[config.mk]
export PLATFORM = sky130hd
export DESIGN_NAME = sync_fifo_v2_flat
export DESIGN_NICKNAME = d
export VERILOG_FILES = /design/src/rtl/sync_fifo_v2_if.sv /design/src/rtl/sync_fifo_v2.sv /design/src/flat_wrapper.sv
export SDC_FILE = /design/constraint.sdc
export NUM_CORES = 1
export LEC_CHECK = 0
export CORE_AREA = 3 3 140 108
export CTS_BUF_LIST = sky130_fd_sc_hd__clkbuf_8
export DETAILED_ROUTE_END_ITERATION = 16
export DIE_AREA = 0 0 143 111
export GPL_TIMING_DRIVEN = 0
export MAX_ROUTING_LAYER = met4
export PLACE_DENSITY = 0.65
export SYNTH_ARGS = -nofsm -noshare
export SYNTH_HDL_FRONTEND = slang
export SYNTH_SLANG_ARGS = --single-unit
[constraint.sdc]
create_clock -name clk -period 8 [get_ports clk]
set_input_delay 1.2 -clock clk [delete_from_list [all_inputs] [get_ports clk]]
set_output_delay 1.2 -clock clk [all_outputs]
set_load 0.02 [all_outputs]
[src/rtl/sync_fifo_v2_if.sv]
// Handshake and status bundle between a FIFO producer/consumer (master)
// and the sync_fifo_v2 storage block (slave).
interface sync_fifo_v2_if #(
  parameter int WIDTH     = 8,
  parameter int PTR_WIDTH = 4
);
  logic                 wr_en;
  logic [WIDTH-1:0]     wr_data;
  logic                 rd_en;
  logic [WIDTH-1:0]     rd_data;
  logic                 full;
  logic                 empty;
  logic                 almost_full;
  logic                 almost_empty;
  logic [PTR_WIDTH:0]   count;
  logic                 wr_error;
  logic                 rd_error;

  modport master (
    output wr_en, wr_data, rd_en,
    input  rd_data, full, empty, almost_full, almost_empty, count, wr_error, rd_error
  );

  modport slave (
    input  wr_en, wr_data, rd_en,
    output rd_data, full, empty, almost_full, almost_empty, count, wr_error, rd_error
  );
endinterface

[src/rtl/sync_fifo_v2.sv]
// Single-clock FIFO with registered status flags, overflow/underflow pulses and
// selectable registered-read or first-word-fall-through output.
module sync_fifo_v2 #(
  parameter int WIDTH     = 8,
  parameter int DEPTH     = 16,
  parameter int PTR_WIDTH = 4,
  parameter int AF_THRESH = DEPTH - 2,
  parameter int AE_THRESH = 2,
  parameter int FWFT      = 0
) (
  input  logic          clk,
  input  logic          rst,
  sync_fifo_v2_if.slave bus
);

  localparam logic [PTR_WIDTH:0] ONE     = (PTR_WIDTH+1)'(1);
  localparam logic [PTR_WIDTH:0] DEPTH_C = (PTR_WIDTH+1)'(DEPTH);
  localparam logic [PTR_WIDTH:0] AF_C    = (PTR_WIDTH+1)'(AF_THRESH);
  localparam logic [PTR_WIDTH:0] AE_C    = (PTR_WIDTH+1)'(AE_THRESH);

  logic [WIDTH-1:0]   mem [DEPTH];

  logic [PTR_WIDTH:0] wr_ptr;
  logic [PTR_WIDTH:0] rd_ptr;
  logic [PTR_WIDTH:0] count_q;
  logic               full_q;
  logic               empty_q;
  logic               af_q;
  logic               ae_q;
  logic               wr_error_q;
  logic               rd_error_q;
  logic [WIDTH-1:0]   rd_data_q;

  logic               wr_acc;
  logic               rd_acc;
  logic [PTR_WIDTH:0] wr_ptr_nxt;
  logic [PTR_WIDTH:0] rd_ptr_nxt;
  logic [PTR_WIDTH:0] count_nxt;
  logic               head_bypass;
  logic               rd_load;
  logic [WIDTH-1:0]   head_nxt;

  always_comb begin
    wr_acc      = rst && bus.wr_en && !full_q;
    rd_acc      = rst && bus.rd_en && !empty_q;
    wr_ptr_nxt  = wr_acc ? wr_ptr + ONE : wr_ptr;
    rd_ptr_nxt  = rd_acc ? rd_ptr + ONE : rd_ptr;
    count_nxt   = wr_ptr_nxt - rd_ptr_nxt;
    // In FWFT mode the word being written becomes the head when nothing
    // else remains after this edge's pop; memory still holds the old value.
    head_bypass = wr_acc && (count_q == (rd_acc ? ONE : '0));
    if (FWFT != 0) begin
      rd_load  = (count_nxt != '0);
      head_nxt = head_bypass ? bus.wr_data : mem[rd_ptr_nxt[PTR_WIDTH-1:0]];
    end else begin
      rd_load  = rd_acc;
      head_nxt = mem[rd_ptr[PTR_WIDTH-1:0]];
    end
  end

  always_ff @(posedge clk) begin
    if (wr_acc) begin
      mem[wr_ptr[PTR_WIDTH-1:0]] <= bus.wr_data;
    end
  end

  always_ff @(posedge clk) begin
    if (!rst) begin
      wr_ptr     <= '0;
      rd_ptr     <= '0;
      count_q    <= '0;
      full_q     <= 1'b0;
      empty_q    <= 1'b1;
      af_q       <= 1'b0;
      ae_q       <= 1'b1;
      wr_error_q <= 1'b0;
      rd_error_q <= 1'b0;
      rd_data_q  <= '0;
    end else begin
      wr_ptr     <= wr_ptr_nxt;
      rd_ptr     <= rd_ptr_nxt;
      count_q    <= count_nxt;
      full_q     <= (count_nxt == DEPTH_C);
      empty_q    <= (count_nxt == '0);
      af_q       <= (count_nxt >= AF_C);
      ae_q       <= (count_nxt <= AE_C);
      wr_error_q <= bus.wr_en && full_q;
      rd_error_q <= bus.rd_en && empty_q;
      if (rd_load) begin
        rd_data_q <= head_nxt;
      end
    end
  end

  assign bus.rd_data      = rd_data_q;
  assign bus.count        = count_q;
  assign bus.full         = full_q;
  assign bus.empty        = empty_q;
  assign bus.almost_full  = af_q;
  assign bus.almost_empty = ae_q;
  assign bus.wr_error     = wr_error_q;
  assign bus.rd_error     = rd_error_q;

endmodule

[src/flat_wrapper.sv]
// flat-port wrapper written by rule: the top's interface ports become plain ports
module sync_fifo_v2_flat 
#(
  parameter int WIDTH     = 8,
  parameter int DEPTH     = 16,
  parameter int PTR_WIDTH = 4,
  parameter int AF_THRESH = DEPTH - 2,
  parameter int AE_THRESH = 2,
  parameter int FWFT      = 0
)
  (clk, rst, bus_wr_en, bus_wr_data, bus_rd_en, bus_rd_data, bus_full, bus_empty, bus_almost_full, bus_almost_empty, bus_count, bus_wr_error, bus_rd_error);
  sync_fifo_v2_if #(.WIDTH(WIDTH), .PTR_WIDTH(PTR_WIDTH)) bus_i ();
  input  logic clk;
  input  logic rst;
  input wire logic [$bits(bus_i.wr_en)-1:0] bus_wr_en;
  input wire logic [$bits(bus_i.wr_data)-1:0] bus_wr_data;
  input wire logic [$bits(bus_i.rd_en)-1:0] bus_rd_en;
  output wire logic [$bits(bus_i.rd_data)-1:0] bus_rd_data;
  output wire logic [$bits(bus_i.full)-1:0] bus_full;
  output wire logic [$bits(bus_i.empty)-1:0] bus_empty;
  output wire logic [$bits(bus_i.almost_full)-1:0] bus_almost_full;
  output wire logic [$bits(bus_i.almost_empty)-1:0] bus_almost_empty;
  output wire logic [$bits(bus_i.count)-1:0] bus_count;
  output wire logic [$bits(bus_i.wr_error)-1:0] bus_wr_error;
  output wire logic [$bits(bus_i.rd_error)-1:0] bus_rd_error;
  assign bus_i.wr_en = bus_wr_en;
  assign bus_i.wr_data = bus_wr_data;
  assign bus_i.rd_en = bus_rd_en;
  assign bus_rd_data = bus_i.rd_data;
  assign bus_full = bus_i.full;
  assign bus_empty = bus_i.empty;
  assign bus_almost_full = bus_i.almost_full;
  assign bus_almost_empty = bus_i.almost_empty;
  assign bus_count = bus_i.count;
  assign bus_wr_error = bus_i.wr_error;
  assign bus_rd_error = bus_i.rd_error;
  sync_fifo_v2 #(.WIDTH(WIDTH), .DEPTH(DEPTH), .PTR_WIDTH(PTR_WIDTH), .AF_THRESH(AF_THRESH), .AE_THRESH(AE_THRESH), .FWFT(FWFT)) u_core (.clk(clk), .rst(rst), .bus(bus_i));
endmodule
==> results.toml, run 1 <==
[status]
status = "complete, no violations"

[grt]
antenna_found_initial = 0
grt_overflow = 0
grt_pass1_wl_mm = 18.6
grt_max_degree = 17
grt_pass1_vias = 3057
grt.total_usage_pct = 16.8

[placement]
dp.cells = 526
io_buffers = 30
hpwl_mm = 8.37
place_congestion = 0.807

[cts]
holdBufCountCts = 0
clk_pin_slew_worst_paths_ns = 0.09
post-cts-setup-buffers = 0
cts_tree = "done"
htree_levels = 4
clockRootBuffer = "clkbuf_8"
ctsResizeCount = 0
clk_latency_ns = 0.45
cts_buffers = 17
cts.path.max_buffers = 2
cts.sink_count = 157

[pwr]
peakVddDrop_mv = 0.136
powerDensity_mw_per_mm2 = 231
power.total_mw = 1.63
power_leakage_nw = 2.28

[critical_path]
crit_path_max_fanout = 10
r2r_slack_ns = 4.29
slowest_stage = "clkdlybuf4s50_1"
worst-setup-path-type = "in -> reg"
critical_path_depth = 12
cp_cell_sequence = "clkdlybuf4s50_1 > and3b_1 > buf_2 > xor2_1 > ha_1 > inv_1 > fa_1 > xnor2_1 > xnor2_1 > xnor2_1 > or3b_2 > nor4b_2"
start_kind = "input pin"
r2r-start = "u_core.rd_ptr[0]"
startpoint = "rst"
cpPeakStageDelay_ns = 0.63
crit_arrival_ns = 4.58
cp-end-kind = "flop"
critPathRequiredTime_ns = 8.35
crit_buf_inv = 3
cp_top_family = "simple AND/OR/NAND/NOR gates"
reg2reg_depth = 11
r2r_end = "u_core.bus.full"
path_common_cell = "xnor2_1"
crit_end = "u_core.bus.full"

[synthesis]
netlist_area_mm2 = 0.00617
synth_edf_count = 128
yosysWarnings = 0
synth.most_common_cell = "edfxtp_1"
yosysSeqAreaShare_pct = 71.7
synth_area_leaders = "edfxtp_1, mux4_2, dfxtp_1"
yosys.area.top_type_share_pct = 62.3
ys_async_sr_fraction_pct = 0
avgSynthCellArea_um2 = 19.2
ys_types = 41
synthCells = 321
yosys_most_used_dff = "edfxtp_1"
synth_nets = 341
yosys-top-cells-count = "edfxtp_1, mux4_2, dfxtp_1"
yosysTopAreaCell = "edfxtp_1"
synth-seq-cells = 157

[layout]
regArea_mm2 = 0.00442
multiInputGateArea_mm2 = 0.00166
area_growth_pct = 14.5
drive_gt1_share_pct = 22.2
stdcell_count = 558
antennaDiodeCount = 0
finalNetCount = 390
num-fill-cells = 1098

[floorplanning]
die_w_um = 143
core_area_mm2 = 0.0137
ios = 31
num_rows = 37
die_h_um = 111
start_util_pct = 44.9
dieArea_mm2 = 0.0159

[timing]
fin_crit_ns = 4.23
finClkSkew_ns = 0.0166
worst_slew_pin_slew_ns = 0.679
rsz0062_at_grt = "no"
setup_viol = 0
fmaxAchievable_mhz = 236
hold_viol = 0
maxSlewHeadroom_pct = 54.6
fin_crit_sh_pct = 52.9
fin_tns_setup_ns = 0
slew_violations = 0

[min_path]
hold_path_class = "reg -> reg"

[drt]
vias = 3015
wl_met2_mm = 5.51
drtAntennaViolNets = 0
highest_layer = "met4"
wl_met1_mm = 5.91
route.met3.wl_um = 915
drc = 0
viasPerCell = 5.40
wl_per_cell_um = 22.2
drt_iter0_markers = 287
wl_mm = 12.4
first_pass_iters = 5

[run]
drv_cap = 0
worst register-to-register path, delay by kind of cell, from the launching register on:
family / cells / cell delay (ns)
fa+ha+maj: 2 / 0.62
simple gates: 2 / 0.81
flops: 1 / 0.34
xor+xnor: 4 / 0.85
buf+inv: 3 / 1.01
metal layers:
layer  track usage (%)  up-vias
li1                  -     1367
met1              25.8     1545
met2              22.1       98
met3              5.22        5
met4              3.42        0
met5                 -        -
where the power goes:
part	total, mW	internal, mW	switching (mW)
clock	0.559	0.250	0.309
combinational	0.165	0.0773	0.0876
sequential	0.907	0.900	0.00737
total	1.63	1.23	0.404
cell type report:
type                            instances  share of cell area, %
Sequential cell                       157                   62.7
Timing Repair Buffer                   30                   4.25
Tap cell                              175                   3.10
Multi-Input combinational cell        145                   23.5
Clock inverter                         15                   1.98
Buffer                                 14                  0.886
Clock buffer                           17                   3.31
Inverter                                5                  0.266
cell usage in the layout, fill, tap and decap left out, types with 2 or more instances in the layout:
cell             instances
inv_6                    2
and3_1                   5
edfxtp_1               128
clkbuf_8                17
clkinv_4                 4
inv_1                    5
xor2_1                   6
and2_1                  18
nand2_1                 16
clkinvlp_4               3
nor2b_1                  2
clkdlybuf4s50_1         30
maj3_2                   2
mux4_2                  40
dfxtp_1                 29
nor2_1                   9
xnor2_2                  2
xnor2_1                  9
buf_2                    5
inv_8                    2
o21ai_0                  8
clkinv_1                 2
ha_1                     7
clkbuf_1                 7
stage by stage:
step | setup slack (ns) | util [%] | hold slack, ns | instance area (um^2)
after global placement | 3.38 | 48.6 | 0.450 | 6690
after detailed placement | 3.34 | 48.6 | 0.458 | 6690
after global routing | 3.59 | 51.4 | 0.495 | 7060
final | 3.77 | 51.4 | 0.472 | 7060
after floorplan | 4.51 | - | 0.511 | 6170
after CTS | 3.81 | 51.4 | 0.470 | 7060
registers in the layout (all words and copies together) (netlist names):
| name | flops |
|---|---|
| u_core.bus.almost_empty | 1 |
| u_core.bus.almost_full | 1 |
| u_core.bus.count | 5 |
| u_core.bus.empty | 1 |
| u_core.bus.full | 1 |
| u_core.bus.rd_data | 8 |
| u_core.bus.rd_error | 1 |
| u_core.bus.wr_error | 1 |
| u_core.mem | 128 |
| u_core.rd_ptr | 5 |
| u_core.wr_ptr | 5 |
how the worst min path moves through the flow:
| stage | start | to | slack, ns | depth (start not counted) |
|---|---|---|---|---|
| 5_1_grt | u_core.bus.rd_data[2] | u_core.bus.rd_data[2] | 0.49 | 2 |
| 3_3_place_gp | u_core.bus.rd_data[6] | u_core.bus.rd_data[6] | 0.45 | 2 |
| 4_1_cts | u_core.bus.rd_data[6] | u_core.bus.rd_data[6] | 0.47 | 2 |
| 6_report | u_core.bus.rd_data[4] | u_core.bus.rd_data[4] | 0.47 | 2 |
| 3_5_place_dp | u_core.bus.rd_data[6] | u_core.bus.rd_data[6] | 0.46 | 2 |
| 2_1_floorplan | u_core.rd_ptr[4] | u_core.rd_ptr[4] | 0.51 | 2 |
cells by family after synthesis:
family	synth area share [%]
flip-flops	71.7
AND/OR/NAND/NOR	5.90
multiplexers	15.0
buffers and inverters	1.32
XOR/XNOR	2.66
AO/OA/AOI/OAI	1.16
adder cells (fa/ha/maj)	2.27
Power figures use the tool's default switching activity.
==> inputs of run 2 (changes only) <==
--- a/config.mk
+++ b/config.mk
@@ -11,7 +11,7 @@
 export DIE_AREA = 0 0 143 111
 export GPL_TIMING_DRIVEN = 0
 export MAX_ROUTING_LAYER = met4
-export PLACE_DENSITY = 0.65
+export PLACE_DENSITY = 0.67
 export SYNTH_ARGS = -nofsm -noshare
 export SYNTH_HDL_FRONTEND = slang
 export SYNTH_SLANG_ARGS = --single-unit
==> constraint.sdc (replaced) <==
create_clock -name clk -period 3.4 [get_ports clk]
set_input_delay 0.51 -clock clk [delete_from_list [all_inputs] [get_ports clk]]
set_output_delay 0.51 -clock clk [all_outputs]
set_load 0.02 [all_outputs]
==> results.toml, run 2 (synthesis gave the netlist of run 1 again) <==
[critical_path]
cpPeakStageDelay_ns = 0.52
cp-end-kind = "flop"
critical_path_depth = 12
r2r_end = "u_core.bus.full"
crit_arrival_ns = 3.51
crit_buf_inv = 3
cp_top_family = "simple AND/OR/NAND/NOR gates"
slowest_stage = "or3b_2"
r2r-start = "u_core.rd_ptr[0]"
reg2reg_depth = 11
cp_cell_sequence = "clkdlybuf4s50_1 > and3b_1 > buf_2 > xor2_1 > ha_1 > inv_1 > fa_1 > xnor2_1 > xnor2_1 > xnor2_1 > or3b_2 > nor4b_2"
path_common_cell = "xnor2_1"
r2r_slack_ns = 0.34
crit_path_max_fanout = 10
start_kind = "input pin"
critPathRequiredTime_ns = 3.77
worst-setup-path-type = "in -> reg"

[drt]
drtAntennaViolNets = 0
first_pass_iters = 5
wl_mm = 12.5
drc = 0
vias = 3089
wl_per_cell_um = 22.5
drt_iter0_markers = 356
viasPerCell = 5.54

[timing]
fin_tns_setup_ns = 0
fmaxAchievable_mhz = 318
slew_violations = 0
timing.hold.ws_ns = 0.462
hold_viol = 0
rsz0062_at_grt = "no"
worst_slew_pin_slew_ns = 0.757
finClkSkew_ns = 0.0126
maxSlewHeadroom_pct = 49.4
fin_crit_ns = 3.15
setup_viol = 0
fin_crit_sh_pct = 92.6

[floorplanning]
die_h_um = 111
start_util_pct = 44.9
dieArea_mm2 = 0.0159
core_area_mm2 = 0.0137
die_w_um = 143
num_rows = 37
ios = 31

[min_path]
whs_path_depth = 2
holdPathEnd = "u_core.bus.rd_data[1]"
min_from = "u_core.bus.rd_data[1]"
hold_path_class = "reg -> reg"

[layout]
regArea_mm2 = 0.00442
finalNetCount = 390
final_cell_mix = "edfxtp_1, mux4_2, clkdlybuf4s50_1, dfxtp_1, and2_1"
largest_reg_flops = 128
num-fill-cells = 1118
final_common_cell = "edfxtp_1"
drive_gt1_share_pct = 23.2
antennaDiodeCount = 0
area_growth_pct = 14.7
multiInputGateArea_mm2 = 0.00166

[cts]
htree_levels = 4
cts.path.max_buffers = 2
holdBufCountCts = 0
clockRootBuffer = "clkbuf_8"
cts.sink_count = 157
clk_latency_ns = 0.45
cts_tree = "done"
ctsResizeCount = 2
clk_pin_slew_worst_paths_ns = 0.09
post-cts-setup-buffers = 0
cts_buffers = 17

[placement]
hpwl_mm = 8.52
place_congestion = 0.822
io_buffers = 30

[grt]
grt_pass1_vias = 3106
antenna_found_initial = 0
grt_pass1_wl_mm = 19.3
grt_max_degree = 17
grt_overflow = 0
grt.total_usage_pct = 17.2

[run]
drv_cap = 0

[pwr]
powerDensity_mw_per_mm2 = 545
peakVddDrop_mv = 0.384
power_leakage_nw = 2.31

[status]
status = "complete, no violations"
run 2: changes by cell type in the layout (fill, tap and decap cells not counted), moves of 2 or more:
cell / previous run / this run
clkinvlp_4: 3 / 0
clkinv_2: 1 / 3
clkbuf_1: 7 / 4
clkinv_4: 4 / 6
clkbuf_2: 0 / 3
run 2: worst max-delay path by stage:
stage                startpoint               end  slack [ns]
6_report              bus_rd_en   u_core.bus.full        0.25
3_5_place_dp                rst   u_core.bus.full       -0.40
3_3_place_gp                rst   u_core.bus.full       -0.43
4_1_cts                     rst   u_core.bus.full        0.06
5_1_grt               bus_rd_en  u_core.bus.empty        0.04
2_1_floorplan  u_core.rd_ptr[0]   u_core.bus.full        0.51
run 2: cell type report:
type / count / area share (%)
buffer: 14 / 1.03
clock buffer: 17 / 3.31
tap: 175 / 3.10
multi-input combinational: 145 / 23.5
clock inverter: 15 / 1.96
sequential: 157 / 62.6
inverter: 5 / 0.265
timing repair buffer: 30 / 4.28
run 2: report_power, final:
part | total (mW) | internal, mW | leakage (nW) | switching (mW)
registers | 2.13 | 2.12 | 1.39 | 0.0175
clock network | 1.33 | 0.589 | 0.194 | 0.738
logic | 0.392 | 0.184 | 0.730 | 0.207
run 2: routing by layer:
layer / up-vias / share of wire [%] / track usage (%)
li1: 1365 / - / -
met1: 1612 / 49 / 26.3
met2: 93 / 44 / 23.3
met3: 19 / 5.0 / 4.44
met4: 0 / 1.5 / 4.05
met5: - / 0 / -
run 2: worst min-delay path: stages, from the launching register on:
cell and delay (ns):
dfxtp_1 0.32, nand2_1 0.05, o21ai_0 0.06
run 2: metrics by stage:
| stage | std cells | setup slack (ns) | utilization, % | power [mW] | area, um^2 |
|---|---|---|---|---|---|
| after global placement | 526 | -0.429 | 48.6 | 2.56 | 6690 |
| after global routing | 558 | 0.0430 | 51.4 | 3.99 | 7070 |
| after floorplan | 321 | 0.506 | - | 2.41 | 6170 |
| after detailed placement | 526 | -0.400 | 48.6 | 2.57 | 6690 |
| after CTS | 558 | 0.0575 | 51.4 | 3.87 | 7060 |
| final | 558 | 0.251 | 51.4 | 3.85 | 7070 |
==> inputs of run 3 (changes only) <==
--- a/config.mk
+++ b/config.mk
@@ -10,7 +10,6 @@
 export DETAILED_ROUTE_END_ITERATION = 16
 export DIE_AREA = 0 0 143 111
 export GPL_TIMING_DRIVEN = 0
-export MAX_ROUTING_LAYER = met4
 export PLACE_DENSITY = 0.67
 export SYNTH_ARGS = -nofsm -noshare
 export SYNTH_HDL_FRONTEND = slang
==> results.toml, run 3 (synthesis gave the netlist of run 1 again) <==
[timing]
finClkSkew_ns = 0.0125
fmaxAchievable_mhz = 315
worst_slew_pin_slew_ns = 0.724
slew_violations = 0
maxSlewHeadroom_pct = 51.6
fin_crit_ns = 3.17
fin_tns_setup_ns = 0
timing.hold.ws_ns = 0.462
rsz0062_at_grt = "no"
fin_crit_sh_pct = 93.2
hold_viol = 0
setup_viol = 0
fin_ws_ns = 0.230

[critical_path]
start_kind = "input pin"
crit_path_max_fanout = 10
r2r_end = "u_core.bus.full"
reg2reg_depth = 11
r2r-start = "u_core.rd_ptr[0]"
critPathRequiredTime_ns = 3.76
cp-end-kind = "flop"
crit_arrival_ns = 3.53
r2r_slack_ns = 0.34
worst-setup-path-type = "in -> reg"

[layout]
drive_gt1_share_pct = 23.2
regArea_mm2 = 0.00442
largest_reg_flops = 128
design_area_mm2 = 0.00707
finalNetCount = 390
num-fill-cells = 1118
final_common_cell = "edfxtp_1"
final_cell_mix = "edfxtp_1, mux4_2, clkdlybuf4s50_1, dfxtp_1, and2_1"
area_growth_pct = 14.7
multiInputGateArea_mm2 = 0.00166
stdcell_count = 558
final_core_util_pct = 51.4
antennaDiodeCount = 0

[pwr]
p_sw_share_pct = 24.8
power.total_mw = 3.84
switching_power_mw = 0.953
p_comb_share_pct = 10.2
power_leakage_nw = 2.31
powerDensity_mw_per_mm2 = 544
peakVddDrop_mv = 0.379
internal_power_mw = 2.89
seqPwrFrac_pct = 55.5
clock_power_share_pct = 34.3

[placement]
pre_cts_ws_ns = -0.400
io_buffers = 30
placed_area_mm2 = 0.00669
dp.cells = 526
place_congestion = 0.810
hpwl_mm = 8.52

[drt]
drtAntennaViolNets = 0
viasPerCell = 5.45
wl_mm = 12.5
first_pass_iters = 4
drc = 0
vias = 3042
wl_per_cell_um = 22.4
drt_iter0_markers = 352

[cts]
clk_latency_ns = 0.45
clk_pin_slew_worst_paths_ns = 0.09
htree_levels = 4
cts.sink_count = 157
cts_buffers = 17
clockRootBuffer = "clkbuf_8"
holdBufCountCts = 0
cts_tree = "done"
cts.path.max_buffers = 2

[run]
drv_cap = 0

[min_path]
min_from = "u_core.bus.rd_data[1]"
holdPathEnd = "u_core.bus.rd_data[1]"
hold_path_class = "reg -> reg"
whs_path_depth = 2

[floorplanning]
core_area_mm2 = 0.0137
ios = 31
dieArea_mm2 = 0.0159
die_w_um = 143
start_util_pct = 44.9
num_rows = 37
die_h_um = 111

[grt]
grt_pass1_vias = 3104
grt_overflow = 0
antenna_found_initial = 0
grt_pass1_wl_mm = 19.4
grt.total_usage_pct = 16.7
grt_max_degree = 17

[status]
status = "complete, no violations"
==> run 3: cell counts in the layout (fill, tap and decap cells not counted) <==
Identical to the previous run, type by type.
==> run 3: worst max path at each step <==
stage | cells past startpoint | slack, ns | end | from
2_1_floorplan | 11 | 0.51 | u_core.bus.full | u_core.rd_ptr[0]
3_3_place_gp | 12 | -0.43 | u_core.bus.full | rst
3_5_place_dp | 12 | -0.40 | u_core.bus.full | rst
4_1_cts | 12 | 0.06 | u_core.bus.full | rst
5_1_grt | 12 | 0.04 | u_core.bus.empty | bus_rd_en
6_report | 12 | 0.23 | u_core.bus.full | bus_rd_en
==> run 3: power groups by stage <==
stage | Sequential (mW) | Clock [mW] | Combinational (mW)
floorplan | 2.21 | 0 | 0.194
global placement | 2.18 | 0 | 0.388
detailed placement | 2.18 | 0 | 0.394
CTS | 2.14 | 1.33 | 0.396
global route | 2.14 | 1.42 | 0.425
finish | 2.13 | 1.32 | 0.391
==> run 3: area by class of cell <==
cell class	count	area share (%)
Clock buffer	17	3.31
Timing Repair Buffer	30	4.28
Sequential cell	157	62.6
Tap cell	175	3.10
Multi-Input combinational cell	145	23.5
Inverter	5	0.265
Buffer	14	1.03
Clock inverter	15	1.96
==> run 3: what timing repair did <==
| action | in CTS | in global routing |
|---|---|---|
| endpoints found under the setup margin | 2 | 2 |
| setup buffers | 0 | 0 |
| hold endpoints to repair | 0 | 0 |
| resized for setup | 2 | 6 |
| pin swaps | 0 | 0 |
==> run 3: worst max-delay path: stages <==
cell	delay, ns
clkdlybuf4s50_1	0.48
and3b_1	0.17
buf_2	0.22
xor2_1	0.23
ha_1	0.18
inv_1	0.05
fa_1	0.41
xnor2_1	0.19
xnor2_1	0.16
xnor2_1	0.15
or3b_2	0.52
nor4b_2	0.25
==> run 3: per-layer routing <==
metal | vias to the layer above | GRT usage (%) | wire (um)
li1 | 1364 | - | -
met1 | 1563 | 26.2 | 5900
met2 | 101 | 23.4 | 5560
met3 | 14 | 4.31 | 924
met4 | 0 | 4.05 | 104
met5 | - | 0 | 0
